**src/rtl/slot_ctrl_pkg.sv**
```systemverilog
// slot_ctrl_pkg: shared encodings and helpers for the slot controller
package slot_ctrl_pkg;

    typedef enum logic [1:0] {
        ST_READY = 2'b00,
        ST_ARB   = 2'b01,
        ST_REPLY = 2'b10,
        ST_ACKED = 2'b11
    } state_e;

    localparam logic [2:0] CMD_QUERY = 3'b001;
    localparam logic [2:0] CMD_QREP  = 3'b010;
    localparam logic [2:0] CMD_QADJ  = 3'b011;
    localparam logic [2:0] CMD_ACK   = 3'b100;
    localparam logic [2:0] CMD_NAK   = 3'b101;

    localparam logic [2:0] UPDN_INC = 3'b110;
    localparam logic [2:0] UPDN_DEC = 3'b011;
    localparam logic [2:0] UPDN_NOP = 3'b000;

    localparam logic [14:0] SLOT_MAX = 15'h7FFF;

    function automatic logic [14:0] slot_mask(input logic [3:0] q);
        return 15'((16'd1 << q) - 16'd1);
    endfunction

    function automatic logic [3:0] q_adjust(input logic [3:0] q, input logic [2:0] updn);
        return (updn == UPDN_INC && q != 4'hF) ? q + 4'd1 :
               (updn == UPDN_DEC && q != 4'h0) ? q - 4'd1 : q;
    endfunction

endpackage

```
**src/rtl/slot_t2_tmr.sv**
```systemverilog
// slot_t2_tmr: reply-timeout counter, saturating at its last count so expiry persists
module slot_t2_tmr #(
    parameter int T2_CYC = 38
) (
    input  logic clk_1_92m,
    input  logic rst,
    input  logic clr,
    input  logic en,
    output logic expired
);

    localparam logic [7:0] LAST = 8'(T2_CYC - 1);

    logic [7:0] cnt_q;
    logic [7:0] cnt_d;

    assign cnt_d   = (en && cnt_q != LAST) ? cnt_q + 8'd1 : cnt_q;
    assign expired = en && cnt_q == LAST;

    // count cycles spent in REPLY, restarting on every entry
    always_ff @(posedge clk_1_92m) begin
        if (rst || clr) cnt_q <= 8'd0;
        else            cnt_q <= cnt_d;
    end

endmodule

```
**src/rtl/slot_ctrl.sv**
```systemverilog
// slot_ctrl: tag inventory slot state machine with Q handling, RN16 draw and reply timeout
module slot_ctrl
    import slot_ctrl_pkg::*;
#(
    parameter int T2_CYC = 38
) (
    input  logic        clk_1_92m,
    input  logic        rst,
    input  logic [15:0] RNS,
    input  logic        CMD_VLD,
    input  logic [2:0]  CMD_TYPE,
    input  logic [3:0]  Q_IN,
    input  logic [2:0]  UPDN,
    input  logic [15:0] ACK_RN,
    output logic [1:0]  STATE,
    output logic [14:0] SLOT,
    output logic [3:0]  QCUR,
    output logic [15:0] RN16,
    output logic        REPLY_REQ,
    output logic        ACK_OK,
    output logic        ACK_ERR,
    output logic        TMO
);

    state_e      state_q, state_d;
    logic [14:0] slot_q, slot_d;
    logic [3:0]  q_q, q_d;
    logic [15:0] rn_q, rn_d;
    logic        req_q, req_d, ok_q, ok_d, err_q, err_d, tmo_q, tmo_d;
    logic        draw, expired, rn_match;
    logic [3:0]  q_new;
    logic [14:0] drawn_slot;

    assign q_new      = (CMD_TYPE == CMD_QUERY) ? Q_IN : q_adjust(q_q, UPDN);
    assign drawn_slot = RNS[14:0] & slot_mask(q_new);
    assign rn_match   = ACK_RN == rn_q;

    slot_t2_tmr #(.T2_CYC(T2_CYC)) u_t2 (
        .clk_1_92m (clk_1_92m),
        .rst       (rst),
        .clr       (req_d),
        .en        (state_q == ST_REPLY),
        .expired   (expired)
    );

    // command decode, slot draw and timeout handling
    always_comb begin
        state_d = state_q;
        slot_d  = slot_q;
        q_d     = q_q;
        rn_d    = rn_q;
        req_d   = 1'b0;
        ok_d    = 1'b0;
        err_d   = 1'b0;
        tmo_d   = 1'b0;
        draw    = 1'b0;
        if (CMD_VLD) begin
            case (CMD_TYPE)
                CMD_QUERY: draw = 1'b1;
                CMD_QREP: begin
                    if (state_q == ST_ARB) begin
                        slot_d  = slot_q - 15'd1;
                        req_d   = slot_q == 15'd1;
                        state_d = req_d ? ST_REPLY : ST_ARB;
                    end else if (state_q == ST_REPLY) begin
                        state_d = ST_ARB;
                        slot_d  = SLOT_MAX;
                    end else if (state_q == ST_ACKED) begin
                        state_d = ST_READY;
                    end
                end
                CMD_QADJ: begin
                    draw    = state_q == ST_ARB || state_q == ST_REPLY;
                    state_d = (state_q == ST_ACKED) ? ST_READY : state_q;
                end
                CMD_ACK: begin
                    if (state_q == ST_REPLY || state_q == ST_ACKED) begin
                        ok_d    = rn_match;
                        err_d   = !rn_match;
                        state_d = rn_match ? ST_ACKED : ST_ARB;
                        slot_d  = rn_match ? slot_q : SLOT_MAX;
                    end
                end
                CMD_NAK: begin
                    if (state_q != ST_READY) begin
                        state_d = ST_ARB;
                        slot_d  = SLOT_MAX;
                    end
                end
                default: ;
            endcase
        end else if (expired) begin
            state_d = ST_ARB;
            slot_d  = SLOT_MAX;
            tmo_d   = 1'b1;
        end
        if (draw) begin
            q_d     = q_new;
            rn_d    = RNS;
            slot_d  = drawn_slot;
            req_d   = drawn_slot == 15'd0;
            state_d = req_d ? ST_REPLY : ST_ARB;
        end
    end

    // register all state and status pulses
    always_ff @(posedge clk_1_92m) begin
        if (rst) begin
            state_q <= ST_READY;
            slot_q  <= 15'd0;
            q_q     <= 4'd0;
            rn_q    <= 16'd0;
            req_q   <= 1'b0;
            ok_q    <= 1'b0;
            err_q   <= 1'b0;
            tmo_q   <= 1'b0;
        end else begin
            state_q <= state_d;
            slot_q  <= slot_d;
            q_q     <= q_d;
            rn_q    <= rn_d;
            req_q   <= req_d;
            ok_q    <= ok_d;
            err_q   <= err_d;
            tmo_q   <= tmo_d;
        end
    end

    assign STATE     = state_q;
    assign SLOT      = slot_q;
    assign QCUR      = q_q;
    assign RN16      = rn_q;
    assign REPLY_REQ = req_q;
    assign ACK_OK    = ok_q;
    assign ACK_ERR   = err_q;
    assign TMO       = tmo_q;

endmodule

```
**config.mk**
```make
export PLATFORM = sky130hd
export DESIGN_NAME = slot_ctrl
export DESIGN_NICKNAME = d
export VERILOG_FILES = /design/src/rtl/slot_ctrl_pkg.sv /design/src/rtl/slot_t2_tmr.sv /design/src/rtl/slot_ctrl.sv
export SDC_FILE = /design/constraint.sdc
export NUM_CORES = 1
export LEC_CHECK = 0
export ABC_CLOCK_PERIOD_IN_PS = 7400
export CAP_MARGIN = 20
export CORE_AREA = 2 2 84 86
export DETAILED_ROUTE_END_ITERATION = 6
export DIE_AREA = 0 0 86 88
export GPL_TIMING_DRIVEN = 0
export PLACE_DENSITY = 0.86
export SYNTH_ARGS = -nofsm -noshare
export SYNTH_HDL_FRONTEND = slang
export SYNTH_SLANG_ARGS = --single-unit
```
**constraint.sdc**
```tcl
create_clock -name clk_1_92m -period 7.4 [get_ports clk_1_92m]
set_input_delay 0.74 -clock clk_1_92m [delete_from_list [all_inputs] [get_ports clk_1_92m]]
set_output_delay 0.74 -clock clk_1_92m [all_outputs]
set_load 0.02 [all_outputs]
```
==> qor.csv, run 1 <==
stage,metric,value,unit
logic_synthesis,synth_top_cell_area_share,0.279,
setup_path,cp_top_family,simple AND/OR/NAND/NOR gates,
timing,fmaxAchievable,207,MHz
placed_design,routabilityCongestion,0.991,
logic_synthesis,yosys.area.top_type,dfxtp_1,
setup_path,cp_max_fo,10,
setup_path,worstPathCellList,clkdlybuf4s50_1 > and3b_1 > a32oi_1 > mux2i_2 > nor2_1 > nor2_1 > nand3_1 > ha_1 > or4_1 > a211oi_2 > o2111ai_1 > and3_1 > nand4_1 > nor3_2 > buf_6 > o41ai_2,
logic_synthesis,synth.ff_latch_count,49,
logic_synthesis,syn_inst,455,
setup_path,r2r_start,QCUR[0],
cells_and_area,multi_input_area,2350,um2
logic_synthesis,synth_area_leaders,"dfxtp_1 (28%), nand2_1 (6.6%), a21oi_1 (6.3%)",
drt,wl_per_cell,18.0,um
die,num_rows,30,
cells_and_area,fin_util,0.681,
timing,fin_skew,4.61,ps
setup_path,cp.arrival,5040,ps
placed_design,place_inst,617,
setup_path,critPathRequiredTime,7620,ps
global_route,grt-ovfl-total,0,
status,outcome,finished clean,
logic_synthesis,ys_types,75,
cells_and_area,stdcell_count,625,
cts,ctsHoldBuffers,0,
timing,grt_setup_unrepaired,no,
die,core,6640,um2
cts,tritoncts,yes,
cells_and_area,antenna_cells,0,
timing,tightest_slew,968,ps
global_route,grt_antenna_before_repair,0,
drt,drtPass1Iterations,5,
timing,fin_crit,4820,ps
drt,drtAntennaViolNets,0,
worst_hold_path,hold_class,reg -> reg,
setup_path,startpoint,UPDN[2],
worst_hold_path,hold_start,RN16[15],
cells_and_area,drive_above_1_share,0.0862,
logic_synthesis,synth_nets,512,
setup_path,worst_path_most_repeated_cell,nor2_1,
die,die_h,88,um
global_route,gr-max-usage-layer,met2,
pwr,power,0.000718,W
cells_and_area,fill_cells,598,
setup_path,criticalPathCategory,in -> reg,
logic_synthesis,synth-main-ff-cell,dfxtp_1,
flow_run,cap_viol_max_count,0,
placed_design,placed_cell_area,4440,um2
setup_path,path_buf_inv,2,
global_route,met2_usage,0.493,
logic_synthesis,postSynth.asyncResetShare,0,
global_route,grt_pass1_vias,3475,
die,start_util,0.530,
cts,cts_made_buffers,5,
cts,clk_latency,310,ps
pwr,power.density,159,nW/um2
cells_and_area,seqCellArea,981,um2
placed_design,port-buffer-count,81,
pwr,peakVddDrop,94.9,uV
die,die_width,86,um
drt,wl,11200,um
cts,cts_buffer_depth,2,
drt,drtIter0Drc,416,
cts,cts_max_level,2,
drt,via_per_inst,6.23,
global_route,gr-usage-met1,0.411,
timing,final-setup-viol-count,0,
global_route,globalRouteMet3Util,0.0424,
placed_design,hpwl,8680,um
setup_path,crit_path_top_delay_cell,or4_1,
cts,postCtsResizedCells,0,
cts,clock-sinks,49,
die,ioPinCount,86,
timing,hold_viol,0,
logic_synthesis,synth_warnings,0,
timing,drv_slew,0,
cts,cts_root_buffer,clkbuf_8,
cells_and_area,fin_area,4520,um2
drt,drcViolationCount,0,
setup_path,slowest_delay,520,ps
setup_path,end_kind,flip-flop,
cells_and_area,area_delta_synth_final,28.4,%
timing,period_share,0.651,
logic_synthesis,synth_common_cells,"nand2_1 (62), dfxtp_1 (49), a21oi_1 (44)",
global_route,grt_start_max_net_pins,15,
cts,post-cts-setup-buffer-count,0,
pwr,power.leakage,1.63,nW
cells_and_area,final_nets,601,
logic_synthesis,yosysMostFrequentCell,nand2_1,
global_route,gr-usage-all-layers,0.296,
logic_synthesis,synth-edff-count,0,
logic_synthesis,syn_avg_cell_area,7.74,um2
drt,routed-via-count,3896,
cts,cts.clk_slew.worst_paths,90,ps
timing,slew_headroom,0.349,
logic_synthesis,seq_area_frac_synth,0.279,
timing,setup_tns,0,ps
global_route,grt_pass1_wl,17800,um
logic_synthesis,synthesis.area,3520,um2
die,die_area,7570,um2
setup_path,startpoint_type,input pin,
[sequential cells by signal, indices dropped and copies added, names as in the netlist]
signal / cells
ACK_ERR: 1
ACK_OK: 1
QCUR: 4
REPLY_REQ: 1
RN16: 16
SLOT: 15
STATE: 2
TMO: 1
u_t2.cnt_q: 8
[per-layer routing]
metal / up-vias / wire length (um)
li1: 1854 / -
met1: 1831 / 4960
met2: 201 / 5230
met3: 10 / 992
met4: 0 / 68
met5: - / 0
[path summary, 6_finish.rpt]
kind	to	cells after the start	slack, ps
setup / recovery	STATE[0]	16	2580
hold / removal	RN16[15]	2	490
setup reg to reg	STATE[0]	16	2850
hold reg to reg	RN16[15]	2	490
[where the power goes]
part | switching [W] | total [W] | internal (W)
sequential | 0.0000198 | 0.000298 | 0.000278
combinational | 0.000149 | 0.000259 | 0.000110
clock | 0.0000937 | 0.000161 | 0.0000672
[tightest hold or removal path, stage by stage (launching register included)]
cell and delay, ps:
dfxtp_1 340, nand2_1 60, a21oi_1 50
[final cells by class]
cell class,instances,share of cell area
clock buffer,7,0.0169
inverter,17,0.0141
tap,80,0.0221
timing repair buffer,82,0.180
sequential,49,0.217
buffer,26,0.0282
clock inverter,1,0.00166
multi-input combinational,363,0.520
[cell usage in the layout (no fill, tap or decap), types with 4 or more instances in the layout]
cell	count
a21oi_1	44
clkdlybuf4s50_1	81
nor3_1	17
a211oi_1	14
nor4_1	17
o211ai_1	4
ha_1	12
nand3_1	14
nand2_1	62
inv_1	17
xor2_1	20
clkbuf_1	17
and2_1	5
clkbuf_8	5
nor2_1	32
o21ai_0	15
mux2i_1	5
dfxtp_1	49
xnor2_1	4
nand2b_1	4
buf_2	7
o21a_1	4
a31o_2	5
nand4_1	10
o31ai_1	5
[cell families (layout without fill, tap and decap cells)]
family | count (synthesis) | after routing | synth area share
buffers and inverters | 43 | 133 | 0.0544
and+or+nand+nor | 189 | 189 | 0.280
AOI/OAI and AO/OA | 131 | 131 | 0.263
xor gates and xnor gates | 24 | 24 | 0.0597
muxes | 7 | 7 | 0.0213
adders and majority gates | 12 | 12 | 0.0426
DFF | 49 | 49 | 0.279
[stage by stage]
stage / hold WS, ps / worst slack [ps]
after floorplan: 486 / 3380
after global placement: 472 / 2370
after detailed placement: 479 / 2360
after CTS: 492 / 2650
after global routing: 517 / 2370
final: 488 / 2580
Power figures use the tool's default switching activity.
==> inputs of run 2 (changes only) <==
Settings changed: ABC_CLOCK_PERIOD_IN_PS 7400 to 5020, CORE_AREA 2 2 84 86 to 2 2 87 89, DIE_AREA 0 0 86 88 to 0 0 89 91, PLACE_DENSITY 0.86 to 0.81.
Clock period 7.4 ns to 5.02 ns, I/O delays scaled along.
==> run 2 against run 1 <==
Global-route usage decreased by 1.9 points. Routed wire length increased by 0.12%. Register-to-register slack got worse by 2400 ps. Count of clock-buffer cells in the layout decreased by 1. Sequential cell count unchanged. Setup slack got worse by 2100 ps. Critical endpoint unchanged. Non-clock buffer count unchanged.
==> qor.csv, run 2 (synthesized netlist as in run 1, its figures left out) <==
stage,metric,value,unit
flow_run,cap_viol_max_count,0,
cts,ctsHoldBuffers,0,
placed_design,place_inst,636,
setup_path,end_kind,flip-flop,
cells_and_area,drive_above_1_share,0.0881,
timing,setup_tns,0,ps
global_route,grt-ovfl-total,0,
cells_and_area,area_delta_synth_final,29.1,%
cts,clk_latency,310,ps
placed_design,routabilityCongestion,0.994,
die,ioPinCount,86,
cells_and_area,final_cell_mix,"clkdlybuf4s50_1 (81), nand2_1 (62), dfxtp_1 (49)",
die,die_h,91,um
setup_path,criticalPathCategory,in -> reg,
drt,dr_wl_met2,5120,um
drt,drcViolationCount,0,
timing,hold_viol,0,
drt,routed-via-count,3812,
timing,slew_headroom,0.335,
global_route,grt_start_max_net_pins,16,
cts,cts_max_level,2,
cells_and_area,stdcell_count,644,
timing,fin_skew,4.80,ps
setup_path,ff2ff_path_depth,16,
timing,tightest_slew,988,ps
status,outcome,finished clean,
drt,wl_per_cell,17.5,um
timing,final-setup-viol-count,0,
timing,period_share,0.909,
drt,drtIter0Drc,302,
cells_and_area,final_nets,601,
global_route,grt_pass1_vias,3563,
setup_path,crit_path_top_delay_cell,or4_1,
setup_path,worstPathCellList,clkdlybuf4s50_1 > and3b_1 > a32oi_1 > mux2i_2 > nor2_1 > nor2_1 > nand3_1 > ha_1 > or4_1 > a211oi_2 > o2111ai_1 > and3_1 > nand4_1 > nor3_2 > buf_6 > o41ai_2,
setup_path,cp.depth,16,
cts,post-cts-setup-buffer-count,0,
setup_path,startpoint_type,input pin,
setup_path,cp_top_family,simple AND/OR/NAND/NOR gates,
cts,tritoncts,yes,
timing,grt_setup_unrepaired,no,
drt,wl,11300,um
drt,wl_met1,5030,um
cells_and_area,fill_cells,680,
cts,cts_made_buffers,5,
cts,postCtsResizedCells,0,
setup_path,cp.arrival,4790,ps
drt,drtPass1Iterations,5,
pwr,power.leakage,1.63,nW
drt,drtAntennaViolNets,0,
cells_and_area,largest_register_ffs,16,
cts,cts.clk_slew.worst_paths,90,ps
drt,wl_met3,826,um
setup_path,cp_max_fo,10,
setup_path,worst_path_most_repeated_cell,nor2_1,
cells_and_area,antenna_cells,0,
timing,fmaxAchievable,219,MHz
worst_hold_path,hold_path_depth,2,
die,num_rows,31,
die,core,7140,um2
pwr,power.density,233,nW/um2
cts,cts_root_buffer,clkbuf_8,
global_route,grt_pass1_wl,17600,um
cells_and_area,fin_util,0.637,
setup_path,critPathRequiredTime,5240,ps
drt,top_layer_used,met4,
cells_and_area,final_common_cell,clkdlybuf4s50_1,
die,start_util,0.494,
drt,via_per_inst,5.92,
pwr,peakVddDrop,137,uV
setup_path,slowest_delay,500,ps
timing,fin_crit,4560,ps
die,die_width,89,um
setup_path,path_buf_inv,2,
cts,cts_buffer_depth,2,
global_route,gr-usage-all-layers,0.276,
placed_design,hpwl,8860,um
worst_hold_path,hold_class,reg -> reg,
global_route,grt_antenna_before_repair,0,
cts,clock-sinks,49,
die,die_area,8100,um2
timing,drv_slew,0,
placed_design,port-buffer-count,81,
[run 2: cell types whose count changed in the layout (fill, tap and decap cells not counted)]
cell	change
clkinvlp_4	-1
inv_6	+1
clkbuf_1	-1
clkinv_2	+1
[run 2: power by group]
group / internal [W] / total (W) / switching (W)
registers: 0.000410 / 0.000439 / 0.0000284
logic: 0.000163 / 0.000380 / 0.000217
clock network: 0.0000997 / 0.000240 / 0.000141
total: 0.000673 / 0.00106 / 0.000386
[run 2: layout make-up]
class	instances	area, um2	area share
multi-input combinational	363	2350	0.517
sequential	49	981	0.216
timing repair buffer	82	816	0.179
buffer	26	128	0.0281
tap	99	124	0.0272
clock buffer	6	72.6	0.0160
inverter	17	63.8	0.0140
clock inverter	2	13.8	0.00303
[run 2: per-stage QoR]
stage | setup WS, ps | power [W] | hold WS, ps | area (um2)
after floorplan | 1010 | 0.000681 | 486 | 3520
after global placement | 209 | 0.000819 | 471 | 4460
after detailed placement | 159 | 0.000821 | 478 | 4460
after CTS | 466 | 0.00106 | 492 | 4550
after global routing | 106 | 0.00112 | 509 | 4550
final | 457 | 0.00106 | 488 | 4550
[run 2: worst register-to-register path: stages (launching register included)]
cell       delay, ps
dfxtp_1          390
inv_1            150
ha_1             180
or3b_4           430
a22oi_4          230
mux2i_1          400
and2_1           300
nand4_1          160
ha_1             310
or4_1            500
a211oi_2         330
o2111ai_1        250
and3_1           220
nand4_1          100
nor3_2            80
buf_6            160
o41ai_2          290
[run 2: layer usage]
metal / vias up / global-route usage
met5: - / 0
met4: 0 / 0.0833
li1: 1851 / -
met2: 165 / 0.447
met1: 1770 / 0.368
met3: 26 / 0.0564
[run 2: path summary, 6_finish.rpt]
kind | start | end | slack (ps)
setup reg to reg | QCUR[0] | STATE[0] | 460
setup / recovery | UPDN[2] | STATE[0] | 460
hold reg to reg | RN16[7] | RN16[7] | 490
hold / removal | RN16[7] | RN16[7] | 490
